[config.mk]
export PLATFORM = sky130hd
export DESIGN_NAME = codec_cfg_sequencer_flat
export DESIGN_NICKNAME = d
export VERILOG_FILES = /design/src/rtl/codec_cfg_sequencer_if.sv /design/src/rtl/codec_cfg_sequencer.sv /design/src/flat_wrapper.sv
export SDC_FILE = /design/constraint.sdc
export NUM_CORES = 1
export LEC_CHECK = 0
export CORE_MARGIN = 3
export CORE_UTILIZATION = 49
export CTS_BUF_LIST = sky130_fd_sc_hd__clkbuf_8
export DETAILED_ROUTE_END_ITERATION = 8
export PLACE_DENSITY = 0.72
export RECOVER_POWER = 25
export SLEW_MARGIN = 10
export SYNTH_ARGS = -nofsm -noshare
export SYNTH_HDL_FRONTEND = slang
export SYNTH_SLANG_ARGS = --single-unit
[constraint.sdc]
create_clock -name Clk -period 3.2 [get_ports Clk]
set_input_delay 0.64 -clock Clk [delete_from_list [all_inputs] [get_ports Clk]]
set_output_delay 0.64 -clock Clk [all_outputs]
set_load 0.02 [all_outputs]
[src/rtl/codec_cfg_sequencer_if.sv]
// Purpose: request/response bundle between the codec config sequencer and
//          its neighbours (user request sources and the WM8960 init block).
// Signals:
//   vol_up, vol_down, micb_toggle, bclk_sel, bclk_sel_vld : user requests
//   Init_Done                                             : init block status
//   Init_Go, vol_Go, MICB_Go, BCLK_Go                     : one-cycle requests
//   volume_8, MICB_Power, BCLK_ctrl                       : applied values
//   busy, cfg_error                                       : sequencer status
// Modports: master = sequencer side, slave = environment side.
interface codec_cfg_sequencer_if;
  localparam int unsigned VOL_W  = 8;
  localparam int unsigned BCLK_W = 4;

  logic              vol_up;
  logic              vol_down;
  logic              micb_toggle;
  logic [BCLK_W-1:0] bclk_sel;
  logic              bclk_sel_vld;
  logic              Init_Done;
  logic              Init_Go;
  logic              vol_Go;
  logic              MICB_Go;
  logic              BCLK_Go;
  logic [VOL_W-1:0]  volume_8;
  logic              MICB_Power;
  logic [BCLK_W-1:0] BCLK_ctrl;
  logic              busy;
  logic              cfg_error;

  modport master (
    input  vol_up, vol_down, micb_toggle, bclk_sel, bclk_sel_vld, Init_Done,
    output Init_Go, vol_Go, MICB_Go, BCLK_Go,
    output volume_8, MICB_Power, BCLK_ctrl, busy, cfg_error
  );

  modport slave (
    output vol_up, vol_down, micb_toggle, bclk_sel, bclk_sel_vld, Init_Done,
    input  Init_Go, vol_Go, MICB_Go, BCLK_Go,
    input  volume_8, MICB_Power, BCLK_ctrl, busy, cfg_error
  );
endinterface

[src/rtl/codec_cfg_sequencer.sv]
// Purpose: collects power-on, volume, mic-bias and BCLK configuration requests
//          and serializes them into mutually exclusive one-cycle Go pulses for
//          the WM8960 I2C init block, holding the value buses stable until
//          the init block reports Init_Done.
// Ports:
//   Clk   : system clock
//   Rst_n : synchronous active-low reset
//   bus   : codec_cfg_sequencer_if.master (requests in, Go/values/status out)
// Optional feature: define CFG_SEQ_TIMEOUT_EN to enable the per-transaction
//   watchdog (sticky cfg_error plus forced re-init). Without it cfg_error is 0.
module codec_cfg_sequencer #(
  parameter int unsigned POWERUP_DLY = 500000,
  parameter int unsigned TIMEOUT_CYC = 2000000,
  parameter logic [7:0]  VOL_MIN     = 8'h30,
  parameter logic [7:0]  VOL_MAX     = 8'h7F,
  parameter logic [7:0]  VOL_STEP    = 8'd4,
  parameter logic [7:0]  VOL_DEFAULT = 8'h79
) (
  input logic                   Clk,
  input logic                   Rst_n,
  codec_cfg_sequencer_if.master bus
);
  localparam int unsigned VOL_W  = 8;
  localparam int unsigned BCLK_W = 4;
  localparam int unsigned PWR_W  = (POWERUP_DLY > 1) ? $clog2(POWERUP_DLY) : 1;

  typedef enum logic [1:0] {S_PWR, S_IDLE, S_WLOW, S_WHIGH} state_e;

  state_e             state_q, state_d;
  logic [PWR_W-1:0]   pwr_cnt_q, pwr_cnt_d;
  logic [VOL_W-1:0]   vol_sh_q, vol_sh_d;
  logic               micb_sh_q, micb_sh_d;
  logic [BCLK_W-1:0]  bclk_sh_q, bclk_sh_d;
  logic               init_p_q, init_p_d;
  logic               bclk_p_q, bclk_p_d;
  logic               micb_p_q, micb_p_d;
  logic               vol_p_q, vol_p_d;
  logic               init_go_q, init_go_d;
  logic               vol_go_q, vol_go_d;
  logic               micb_go_q, micb_go_d;
  logic               bclk_go_q, bclk_go_d;
  logic [VOL_W-1:0]   volume_q, volume_d;
  logic               micb_pwr_q, micb_pwr_d;
  logic [BCLK_W-1:0]  bclk_ctrl_q, bclk_ctrl_d;
  logic               busy_q, busy_d;

  logic               init_set, clr_init, clr_bclk, clr_micb, clr_vol;

`ifdef CFG_SEQ_TIMEOUT_EN
  localparam int unsigned TO_W = (TIMEOUT_CYC > 1) ? $clog2(TIMEOUT_CYC) : 1;
  logic [TO_W-1:0]    to_cnt_q, to_cnt_d;
  logic               err_q, err_d;
`endif

  // Clamped volume candidates, computed one bit wider so they never wrap.
  logic [VOL_W:0]     vol_inc, vol_dec;
  logic [VOL_W-1:0]   vol_up_val, vol_dn_val, vol_cand;
  logic               vol_set;

  assign vol_inc    = {1'b0, vol_sh_q} + (VOL_W+1)'(VOL_STEP);
  assign vol_dec    = {1'b0, vol_sh_q} - (VOL_W+1)'(VOL_STEP);
  assign vol_up_val = (vol_inc > {1'b0, VOL_MAX}) ? VOL_MAX : vol_inc[VOL_W-1:0];
  assign vol_dn_val = (vol_dec[VOL_W] || (vol_dec < {1'b0, VOL_MIN})) ? VOL_MIN
                                                                       : vol_dec[VOL_W-1:0];
  assign vol_cand   = bus.vol_up ? vol_up_val : vol_dn_val;
  // Simultaneous up/down cancels; a press already at the clamp is ignored.
  assign vol_set    = (bus.vol_up ^ bus.vol_down) && (vol_cand != vol_sh_q);

  // State and datapath registers.
  always_ff @(posedge Clk) begin
    if (!Rst_n) begin
      state_q     <= S_PWR;
      pwr_cnt_q   <= '0;
      vol_sh_q    <= VOL_DEFAULT;
      micb_sh_q   <= 1'b0;
      bclk_sh_q   <= '0;
      init_p_q    <= 1'b0;
      bclk_p_q    <= 1'b0;
      micb_p_q    <= 1'b0;
      vol_p_q     <= 1'b0;
      init_go_q   <= 1'b0;
      vol_go_q    <= 1'b0;
      micb_go_q   <= 1'b0;
      bclk_go_q   <= 1'b0;
      volume_q    <= VOL_DEFAULT;
      micb_pwr_q  <= 1'b0;
      bclk_ctrl_q <= '0;
      busy_q      <= 1'b0;
`ifdef CFG_SEQ_TIMEOUT_EN
      to_cnt_q    <= '0;
      err_q       <= 1'b0;
`endif
    end else begin
      state_q     <= state_d;
      pwr_cnt_q   <= pwr_cnt_d;
      vol_sh_q    <= vol_sh_d;
      micb_sh_q   <= micb_sh_d;
      bclk_sh_q   <= bclk_sh_d;
      init_p_q    <= init_p_d;
      bclk_p_q    <= bclk_p_d;
      micb_p_q    <= micb_p_d;
      vol_p_q     <= vol_p_d;
      init_go_q   <= init_go_d;
      vol_go_q    <= vol_go_d;
      micb_go_q   <= micb_go_d;
      bclk_go_q   <= bclk_go_d;
      volume_q    <= volume_d;
      micb_pwr_q  <= micb_pwr_d;
      bclk_ctrl_q <= bclk_ctrl_d;
      busy_q      <= busy_d;
`ifdef CFG_SEQ_TIMEOUT_EN
      to_cnt_q    <= to_cnt_d;
      err_q       <= err_d;
`endif
    end
  end

  // Next-state, shadow capture, issue arbitration and pending bookkeeping.
  always_comb begin
    state_d     = state_q;
    pwr_cnt_d   = pwr_cnt_q;
    vol_sh_d    = vol_sh_q;
    micb_sh_d   = micb_sh_q;
    bclk_sh_d   = bclk_sh_q;
    init_go_d   = 1'b0;
    vol_go_d    = 1'b0;
    micb_go_d   = 1'b0;
    bclk_go_d   = 1'b0;
    volume_d    = volume_q;
    micb_pwr_d  = micb_pwr_q;
    bclk_ctrl_d = bclk_ctrl_q;
    init_set    = 1'b0;
    clr_init    = 1'b0;
    clr_bclk    = 1'b0;
    clr_micb    = 1'b0;
    clr_vol     = 1'b0;
`ifdef CFG_SEQ_TIMEOUT_EN
    to_cnt_d    = to_cnt_q;
    err_d       = err_q;
`endif

    // Shadows take requests in every state, including the issue cycle.
    if (vol_set)          vol_sh_d  = vol_cand;
    if (bus.micb_toggle)  micb_sh_d = ~micb_sh_q;
    if (bus.bclk_sel_vld) bclk_sh_d = bus.bclk_sel;

    case (state_q)
      S_PWR: begin
        pwr_cnt_d = pwr_cnt_q + PWR_W'(1);
        if (pwr_cnt_q == PWR_W'(POWERUP_DLY - 1)) begin
          init_set = 1'b1;
          state_d  = S_IDLE;
        end
      end
      S_IDLE: begin
        // Outputs load from the pre-update shadows on the same edge as Go.
        if (init_p_q) begin
          init_go_d   = 1'b1;
          volume_d    = vol_sh_q;
          micb_pwr_d  = micb_sh_q;
          bclk_ctrl_d = bclk_sh_q;
          clr_init    = 1'b1;
          clr_bclk    = 1'b1;
          clr_micb    = 1'b1;
          clr_vol     = 1'b1;
        end else if (bclk_p_q) begin
          bclk_go_d   = 1'b1;
          bclk_ctrl_d = bclk_sh_q;
          clr_bclk    = 1'b1;
        end else if (micb_p_q) begin
          micb_go_d   = 1'b1;
          micb_pwr_d  = micb_sh_q;
          clr_micb    = 1'b1;
        end else if (vol_p_q) begin
          vol_go_d    = 1'b1;
          volume_d    = vol_sh_q;
          clr_vol     = 1'b1;
        end
        if (init_p_q || bclk_p_q || micb_p_q || vol_p_q) begin
          state_d = S_WLOW;
`ifdef CFG_SEQ_TIMEOUT_EN
          to_cnt_d = '0;
`endif
        end
      end
      S_WLOW: begin
        if (!bus.Init_Done) state_d = S_WHIGH;
      end
      S_WHIGH: begin
        if (bus.Init_Done) state_d = S_IDLE;
      end
      default: state_d = S_PWR;
    endcase

`ifdef CFG_SEQ_TIMEOUT_EN
    // Watchdog: abandon a stuck transaction and force a full re-init.
    if ((state_q == S_WLOW) || (state_q == S_WHIGH)) begin
      to_cnt_d = to_cnt_q + TO_W'(1);
      if (to_cnt_q == TO_W'(TIMEOUT_CYC - 1)) begin
        err_d    = 1'b1;
        init_set = 1'b1;
        state_d  = S_IDLE;
      end
    end
`endif

    // A request in the issue cycle re-arms its flag after the clear.
    init_p_d = (init_p_q & ~clr_init) | init_set;
    bclk_p_d = (bclk_p_q & ~clr_bclk) | bus.bclk_sel_vld;
    micb_p_d = (micb_p_q & ~clr_micb) | bus.micb_toggle;
    vol_p_d  = (vol_p_q  & ~clr_vol)  | vol_set;

    busy_d = (state_d == S_WLOW) || (state_d == S_WHIGH);
  end

  assign bus.Init_Go    = init_go_q;
  assign bus.vol_Go     = vol_go_q;
  assign bus.MICB_Go    = micb_go_q;
  assign bus.BCLK_Go    = bclk_go_q;
  assign bus.volume_8   = volume_q;
  assign bus.MICB_Power = micb_pwr_q;
  assign bus.BCLK_ctrl  = bclk_ctrl_q;
  assign bus.busy       = busy_q;
`ifdef CFG_SEQ_TIMEOUT_EN
  assign bus.cfg_error  = err_q;
`else
  assign bus.cfg_error  = 1'b0;
`endif

endmodule

[src/flat_wrapper.sv]
// flat-port wrapper written by rule: the top's interface ports become plain ports
module codec_cfg_sequencer_flat 
#(
  parameter int unsigned POWERUP_DLY = 500000,
  parameter int unsigned TIMEOUT_CYC = 2000000,
  parameter logic [7:0]  VOL_MIN     = 8'h30,
  parameter logic [7:0]  VOL_MAX     = 8'h7F,
  parameter logic [7:0]  VOL_STEP    = 8'd4,
  parameter logic [7:0]  VOL_DEFAULT = 8'h79
)
  (Clk, Rst_n, bus_vol_up, bus_vol_down, bus_micb_toggle, bus_bclk_sel, bus_bclk_sel_vld, bus_Init_Done, bus_Init_Go, bus_vol_Go, bus_MICB_Go, bus_BCLK_Go, bus_volume_8, bus_MICB_Power, bus_BCLK_ctrl, bus_busy, bus_cfg_error);
  codec_cfg_sequencer_if bus_i ();
  input logic Clk;
  input logic Rst_n;
  input wire logic [$bits(bus_i.vol_up)-1:0] bus_vol_up;
  input wire logic [$bits(bus_i.vol_down)-1:0] bus_vol_down;
  input wire logic [$bits(bus_i.micb_toggle)-1:0] bus_micb_toggle;
  input wire logic [$bits(bus_i.bclk_sel)-1:0] bus_bclk_sel;
  input wire logic [$bits(bus_i.bclk_sel_vld)-1:0] bus_bclk_sel_vld;
  input wire logic [$bits(bus_i.Init_Done)-1:0] bus_Init_Done;
  output wire logic [$bits(bus_i.Init_Go)-1:0] bus_Init_Go;
  output wire logic [$bits(bus_i.vol_Go)-1:0] bus_vol_Go;
  output wire logic [$bits(bus_i.MICB_Go)-1:0] bus_MICB_Go;
  output wire logic [$bits(bus_i.BCLK_Go)-1:0] bus_BCLK_Go;
  output wire logic [$bits(bus_i.volume_8)-1:0] bus_volume_8;
  output wire logic [$bits(bus_i.MICB_Power)-1:0] bus_MICB_Power;
  output wire logic [$bits(bus_i.BCLK_ctrl)-1:0] bus_BCLK_ctrl;
  output wire logic [$bits(bus_i.busy)-1:0] bus_busy;
  output wire logic [$bits(bus_i.cfg_error)-1:0] bus_cfg_error;
  assign bus_i.vol_up = bus_vol_up;
  assign bus_i.vol_down = bus_vol_down;
  assign bus_i.micb_toggle = bus_micb_toggle;
  assign bus_i.bclk_sel = bus_bclk_sel;
  assign bus_i.bclk_sel_vld = bus_bclk_sel_vld;
  assign bus_i.Init_Done = bus_Init_Done;
  assign bus_Init_Go = bus_i.Init_Go;
  assign bus_vol_Go = bus_i.vol_Go;
  assign bus_MICB_Go = bus_i.MICB_Go;
  assign bus_BCLK_Go = bus_i.BCLK_Go;
  assign bus_volume_8 = bus_i.volume_8;
  assign bus_MICB_Power = bus_i.MICB_Power;
  assign bus_BCLK_ctrl = bus_i.BCLK_ctrl;
  assign bus_busy = bus_i.busy;
  assign bus_cfg_error = bus_i.cfg_error;
  codec_cfg_sequencer #(.POWERUP_DLY(POWERUP_DLY), .TIMEOUT_CYC(TIMEOUT_CYC), .VOL_MIN(VOL_MIN), .VOL_MAX(VOL_MAX), .VOL_STEP(VOL_STEP), .VOL_DEFAULT(VOL_DEFAULT)) u_core (.Clk(Clk), .Rst_n(Rst_n), .bus(bus_i));
endmodule
# Word-level counts from Yosys, hierarchy flattened
# Index checks and enable logic that the tools add are counted.
[classes]
n_reduce_logical = 14
magnitude_cmp = 2
bitwise_logic = 16
addsub = 3
n_eq_ne = 9
n_mux = 33
[ops]
columns = ["operator", "n"]
rows = [
  ["$mux W8", 7],
  ["$add A19 B1 Y19 const B", 1],
  ["$eq A19 B19 Y1 const B", 1],
  ["$mux W1", 19],
  ["$add A8 B3 Y9 const B", 1],
  ["$gt A9 B7 Y1 const B", 1],
  ["$lt A9 B6 Y1 const B", 1],
  ["$sub A8 B3 Y9 const B", 1],
  ["$eq A2 B2 Y1 const B", 4],
  ["$mux W2", 4],
  ["$mux W4", 2],
  ["$ne A8 B8 Y1", 1],
  ["$pmux W2 S4", 1],
  ["$not A1 Y1", 7],
  ["$reduce_bool A2 Y1", 3],
  ["$logic_or A1 B1 Y1", 5],
  ["$and A1 B1 Y1", 4],
  ["$ne A2 B1 Y1 const B", 2],
  ["$or A1 B1 Y1", 4],
  ["$reduce_and A4 Y1", 1],
  ["$reduce_and A3 Y1", 1],
  ["$reduce_or A3 Y1", 1],
  ["$eq A2 B1 Y1 const B", 1],
  ["$logic_not A2 Y1", 1],
  ["3 further kinds", 3],
]
[totals]
out_inout_bits = 19
register_bits = 56

# Logic depth before layout (Yosys ltp)
[depth]
depth_word = 8
depth_mapped = 10

# Worst setup path after synthesis
# OpenSTA, ideal clock, no wires.
[synth_timing]
path_type = "register -> register"
from = "reg u_core.vol_sh_q[2]"
to = "reg u_core.vol_sh_q[0]"
synth_period_minus_slack_ns = 2.712
path_buffers = 1
setup_time_ns = 0.136
stages_incl_launch_ff = 11
t_arrival_ns = 2.576
path_slack_ns = 0.488
cell_sequence = "dfxtp_1 buf_6 inv_1 ha_1 and4_1 nand3_1 a31oi_2 or4_1 a2111o_1 o21ai_2 a32oi_1"
[synth_between]
elab_chain_len = 7
[synth_lines]
columns = ["item", "line_no", "rtl"]
rows = [
  ["start, declared", "codec_cfg_sequencer.sv:31", "logic [VOL_W-1:0] vol_sh_q, vol_sh_d;"],
  ["start signal, assigned", "codec_cfg_sequencer.sv:96", "vol_sh_q <= vol_sh_d;"],
  ["$sub A8 B3 Y9", "codec_cfg_sequencer.sv:61", "assign vol_dec = {1'b0, vol_sh_q} - (VOL_W+1)'(VOL_STEP);"],
  ["$lt A9 B6 Y1", "codec_cfg_sequencer.sv:63", "assign vol_dn_val = (vol_dec[VOL_W] || (vol_dec < {1'b0, VOL_MIN})) ? VOL_MIN"],
  ["$logic_or A1 B1 Y1", "codec_cfg_sequencer.sv:63", ""],
  ["$mux W8", "codec_cfg_sequencer.sv:63", ""],
  ["$mux W8", "codec_cfg_sequencer.sv:65", "assign vol_cand = bus.vol_up ? vol_up_val : vol_dn_val;"],
  ["$ne A8 B8 Y1", "codec_cfg_sequencer.sv:67", "assign vol_set = (bus.vol_up ^ bus.vol_down) && (vol_cand != vol_sh_q);"],
  ["$logic_and A1 B1 Y1", "codec_cfg_sequencer.sv:67", ""],
]
# Several ways; a longest one is shown, not always the timed one.
# A chain may end at the register's enable or synchronous reset.

# Final worst setup path
[layout_timing]
from = "reg u_core.vol_sh_q[2]"
to = "reg u_core.vol_sh_q[1]"
# Same word-level chain as after synthesis.

==> flow_summary.json <==
{
  "status": "finished clean",
  "cts-buffers-inserted": 5,
  "pin_count": 30,
  "synth_seq_area_share_pct": 39.4,
  "final_area_mm2": 0.00333,
  "area_delta_synth_final_pct": 17.0,
  "path_max_fanout": 7,
  "power_leakage_uw": 0.00122,
  "floorplan.die.height_um": 82.2,
  "setup.worst_path.class": "reg2reg",
  "pin_count_of_the_biggest_net_entering_global_routing": 18,
  "finalHoldViolCount": 0,
  "synth_top_cell_by_area": "sky130_fd_sc_hd__dfxtp_1",
  "totalWireLength_um": 6400,
  "rsz0062_at_grt": "no",
  "yosys_warning_total": 0,
  "floorplan.die.width_um": 82.2,
  "clk_transition_reported_paths_ns": 0.10,
  "placeableCoreArea_mm2": 0.00557,
  "maxClockFrequency_mhz": 351,
  "mostFrequentLayoutCells": "56 x sky130_fd_sc_hd__dfxtp_1, 53 x sky130_fd_sc_hd__nor2_1, 29 x sky130_fd_sc_hd__nand2_1",
  "cts_setup_buffers": 0,
  "post-route-util_pct": 59.7,
  "post-route-min-period_ns": 2.85,
  "maximum_capacitance_violations": 0,
  "clock_tree_from_tritoncts": "yes",
  "initial_antenna_violation_count": 0,
  "drt-pass1-iter-count": 4,
  "cts_buffer_depth": 2,
  "dp_hpwl_um": 4770,
  "grt_overflow": 0,
  "powerDensity_mw_per_mm2": 408,
  "antenna_cells": 0,
  "arrival_ns": 3.06,
  "routedWlPerCell_um": 14.4,
  "dpl-instance-area_mm2": 0.00325,
  "synthCells": 338,
  "post_syn_nets": 353,
  "htree_num_levels": 2,
  "clock-root-buffer": "sky130_fd_sc_hd__clkbuf_8",
  "cp_data_required_time_ns": 3.41,
  "synthDistinctLibCells": 61,
  "grt_pass1_wl_um": 10800,
  "crit_path_start_kind": "register",
  "drt_iter0_drc": 192,
  "drc_errors": 0,
  "clock_insertion_delay_at_the_later_pin_of_the_skew_report_ns": 0.30,
  "place_congestion": 0.947,
  "start_util_pct": 51.0,
  "die_area_mm2": 0.00675,
  "io_buffer_count": 28,
  "edff_count_synth": 0,
  "via_per_inst": 5.67,
  "cp_capture_type": "register",
  "tightest_slew_ns": 0.654,
  "slew-limit-headroom_pct": 56.4,
  "cts_hold_buf": 0,
  "synthTopCellsByArea": "sky130_fd_sc_hd__dfxtp_1 39%, sky130_fd_sc_hd__nor2_1 7.0%, sky130_fd_sc_hd__mux2i_1 4.2%",
  "drive_gt1_share_pct": 7.77,
  "layout_worst_path_cycle_share_pct": 89.0,
  "synthArstFlopShare_pct": 0,
  "synthFlopType": "sky130_fd_sc_hd__dfxtp_1",
  "timing_max_transition_violations_final": 0,
  "vias_in_the_first_global_route": 2254,
  "drtAntennaViolNets": 0,
  "timing.final.setup_violations": 0,
  "num_vias": 2522,
  "finalPower_uw": 1360,
  "setup_total_negative_slack_ns": 0,
  "post_synthesis_register_bit_count": 56,
  "numClockSinks": 56,
  "worst_voltage_drop_across_the_vdd_grid_uv": 286,
  "hp-class": "reg2reg",
  "finClkSkew_ns": 0.00664,
  "synth.top_cell.area_share_pct": 39.4,
  "final_common_cell": "sky130_fd_sc_hd__dfxtp_1",
  "final_layout_net_count": 387,
  "all_layer_global_routing_usage_pct": 20.4,
  "hold_slack_ns": 0.485,
  "post_cts.resized_instances": 0,
  "postSynthAreaPerCell_um2": 8.41,
  "synthesis.area_mm2": 0.00284,
  "std_cell_rows": 27
}
kinds of logic (layout without fill, tap and decap cells):
| group | count (synthesis) | in the layout | synth area share (%) |
|---|---|---|---|
| AOI/OAI and AO/OA | 70 | 70 | 18.8 |
| and+or+nand+nor | 146 | 146 | 24.8 |
| other | 1 | 1 | 0.132 |
| DFF | 56 | 56 | 39.4 |
| buffers and inverters | 28 | 63 | 4.31 |
| xor gates and xnor gates | 21 | 21 | 6.47 |
| adders and majority gates | 4 | 4 | 1.76 |
| muxes | 12 | 12 | 4.23 |
cells in the mapped netlist (all sizes together) (5+ instances only):
master / instances
dfxtp: 56
nor2: 53
nand2: 29
a21oi: 17
nand3: 15
mux2i: 12
nor3: 12
clkbuf: 11
o21ai: 11
xor2: 11
inv: 10
xnor2: 10
and3: 6
nor2b: 6
o211ai: 6
buf: 5
nor4: 5
state kept, by name (all words and copies together) (netlist names), 2 cells and up:
name and count:
u_core.vol_sh_q 8, u_core.bclk_sh_q 4, u_core.state_q 2, u_core.bus.volume_8 8, u_core.bus.BCLK_ctrl 4, u_core.pwr_cnt_q 19
metrics by stage:
step | worst slack (ns) | instances
2_1_floorplan | 0.488 | 338
3_3_place_gp | 0.308 | 437
3_5_place_dp | 0.286 | 437
4_1_cts | 0.398 | 445
5_1_grt | 0.0764 | 445
6_report | 0.353 | 445
metal layers:
layer  wire [um]  GRT usage (%)  vias up
met5           0              0        -
met4          61           5.98        0
met3         314           3.58        5
met2        2940           32.3       78
met1        3080           28.5     1166
li1            -              -     1273
worst max-delay path, stage by stage, from the launching register on:
cell and delay [ns]:
sky130_fd_sc_hd__dfxtp_1 0.33, sky130_fd_sc_hd__inv_1 0.13, sky130_fd_sc_hd__ha_1 0.31, sky130_fd_sc_hd__nand2b_1 0.16
sky130_fd_sc_hd__o21a_1 0.27, sky130_fd_sc_hd__o311ai_0 0.51, sky130_fd_sc_hd__o41ai_1 0.13, sky130_fd_sc_hd__buf_4 0.16
sky130_fd_sc_hd__a221oi_1 0.32, sky130_fd_sc_hd__a21oi_1 0.14, sky130_fd_sc_hd__a221oi_2 0.28
power breakdown:
part           total [uW]  leakage (uW)  switching, uW  internal (uW)
registers             733      0.000455           17.6            715
clock network         385     0.0000497            231            154
logic                 238      0.000712            144           94.7
total                1360       0.00122            392            963
final cells by class:
class	instances	area [um^2]
Clock buffer	5	68.8
Clock inverter	3	17.5
Fill cell	531	2250
Inverter	12	45.0
Multi-Input combinational cell	254	1600
Sequential cell	56	1120
Tap cell	72	90.1
Timing Repair Buffer	43	385
path summary, 6_finish.rpt:
path	startpoint	to	slack (ns)	cells after the start
worst min register to register	u_core.bus.volume_8[4]	u_core.bus.volume_8[4]	0.48	2
worst max-delay path	u_core.vol_sh_q[2]	u_core.vol_sh_q[1]	0.35	10
worst max register to register	u_core.vol_sh_q[2]	u_core.vol_sh_q[1]	0.35	10
worst min-delay path	u_core.bus.volume_8[4]	u_core.bus.volume_8[4]	0.48	2
No activity file was read; power rests on OpenSTA's default activity.
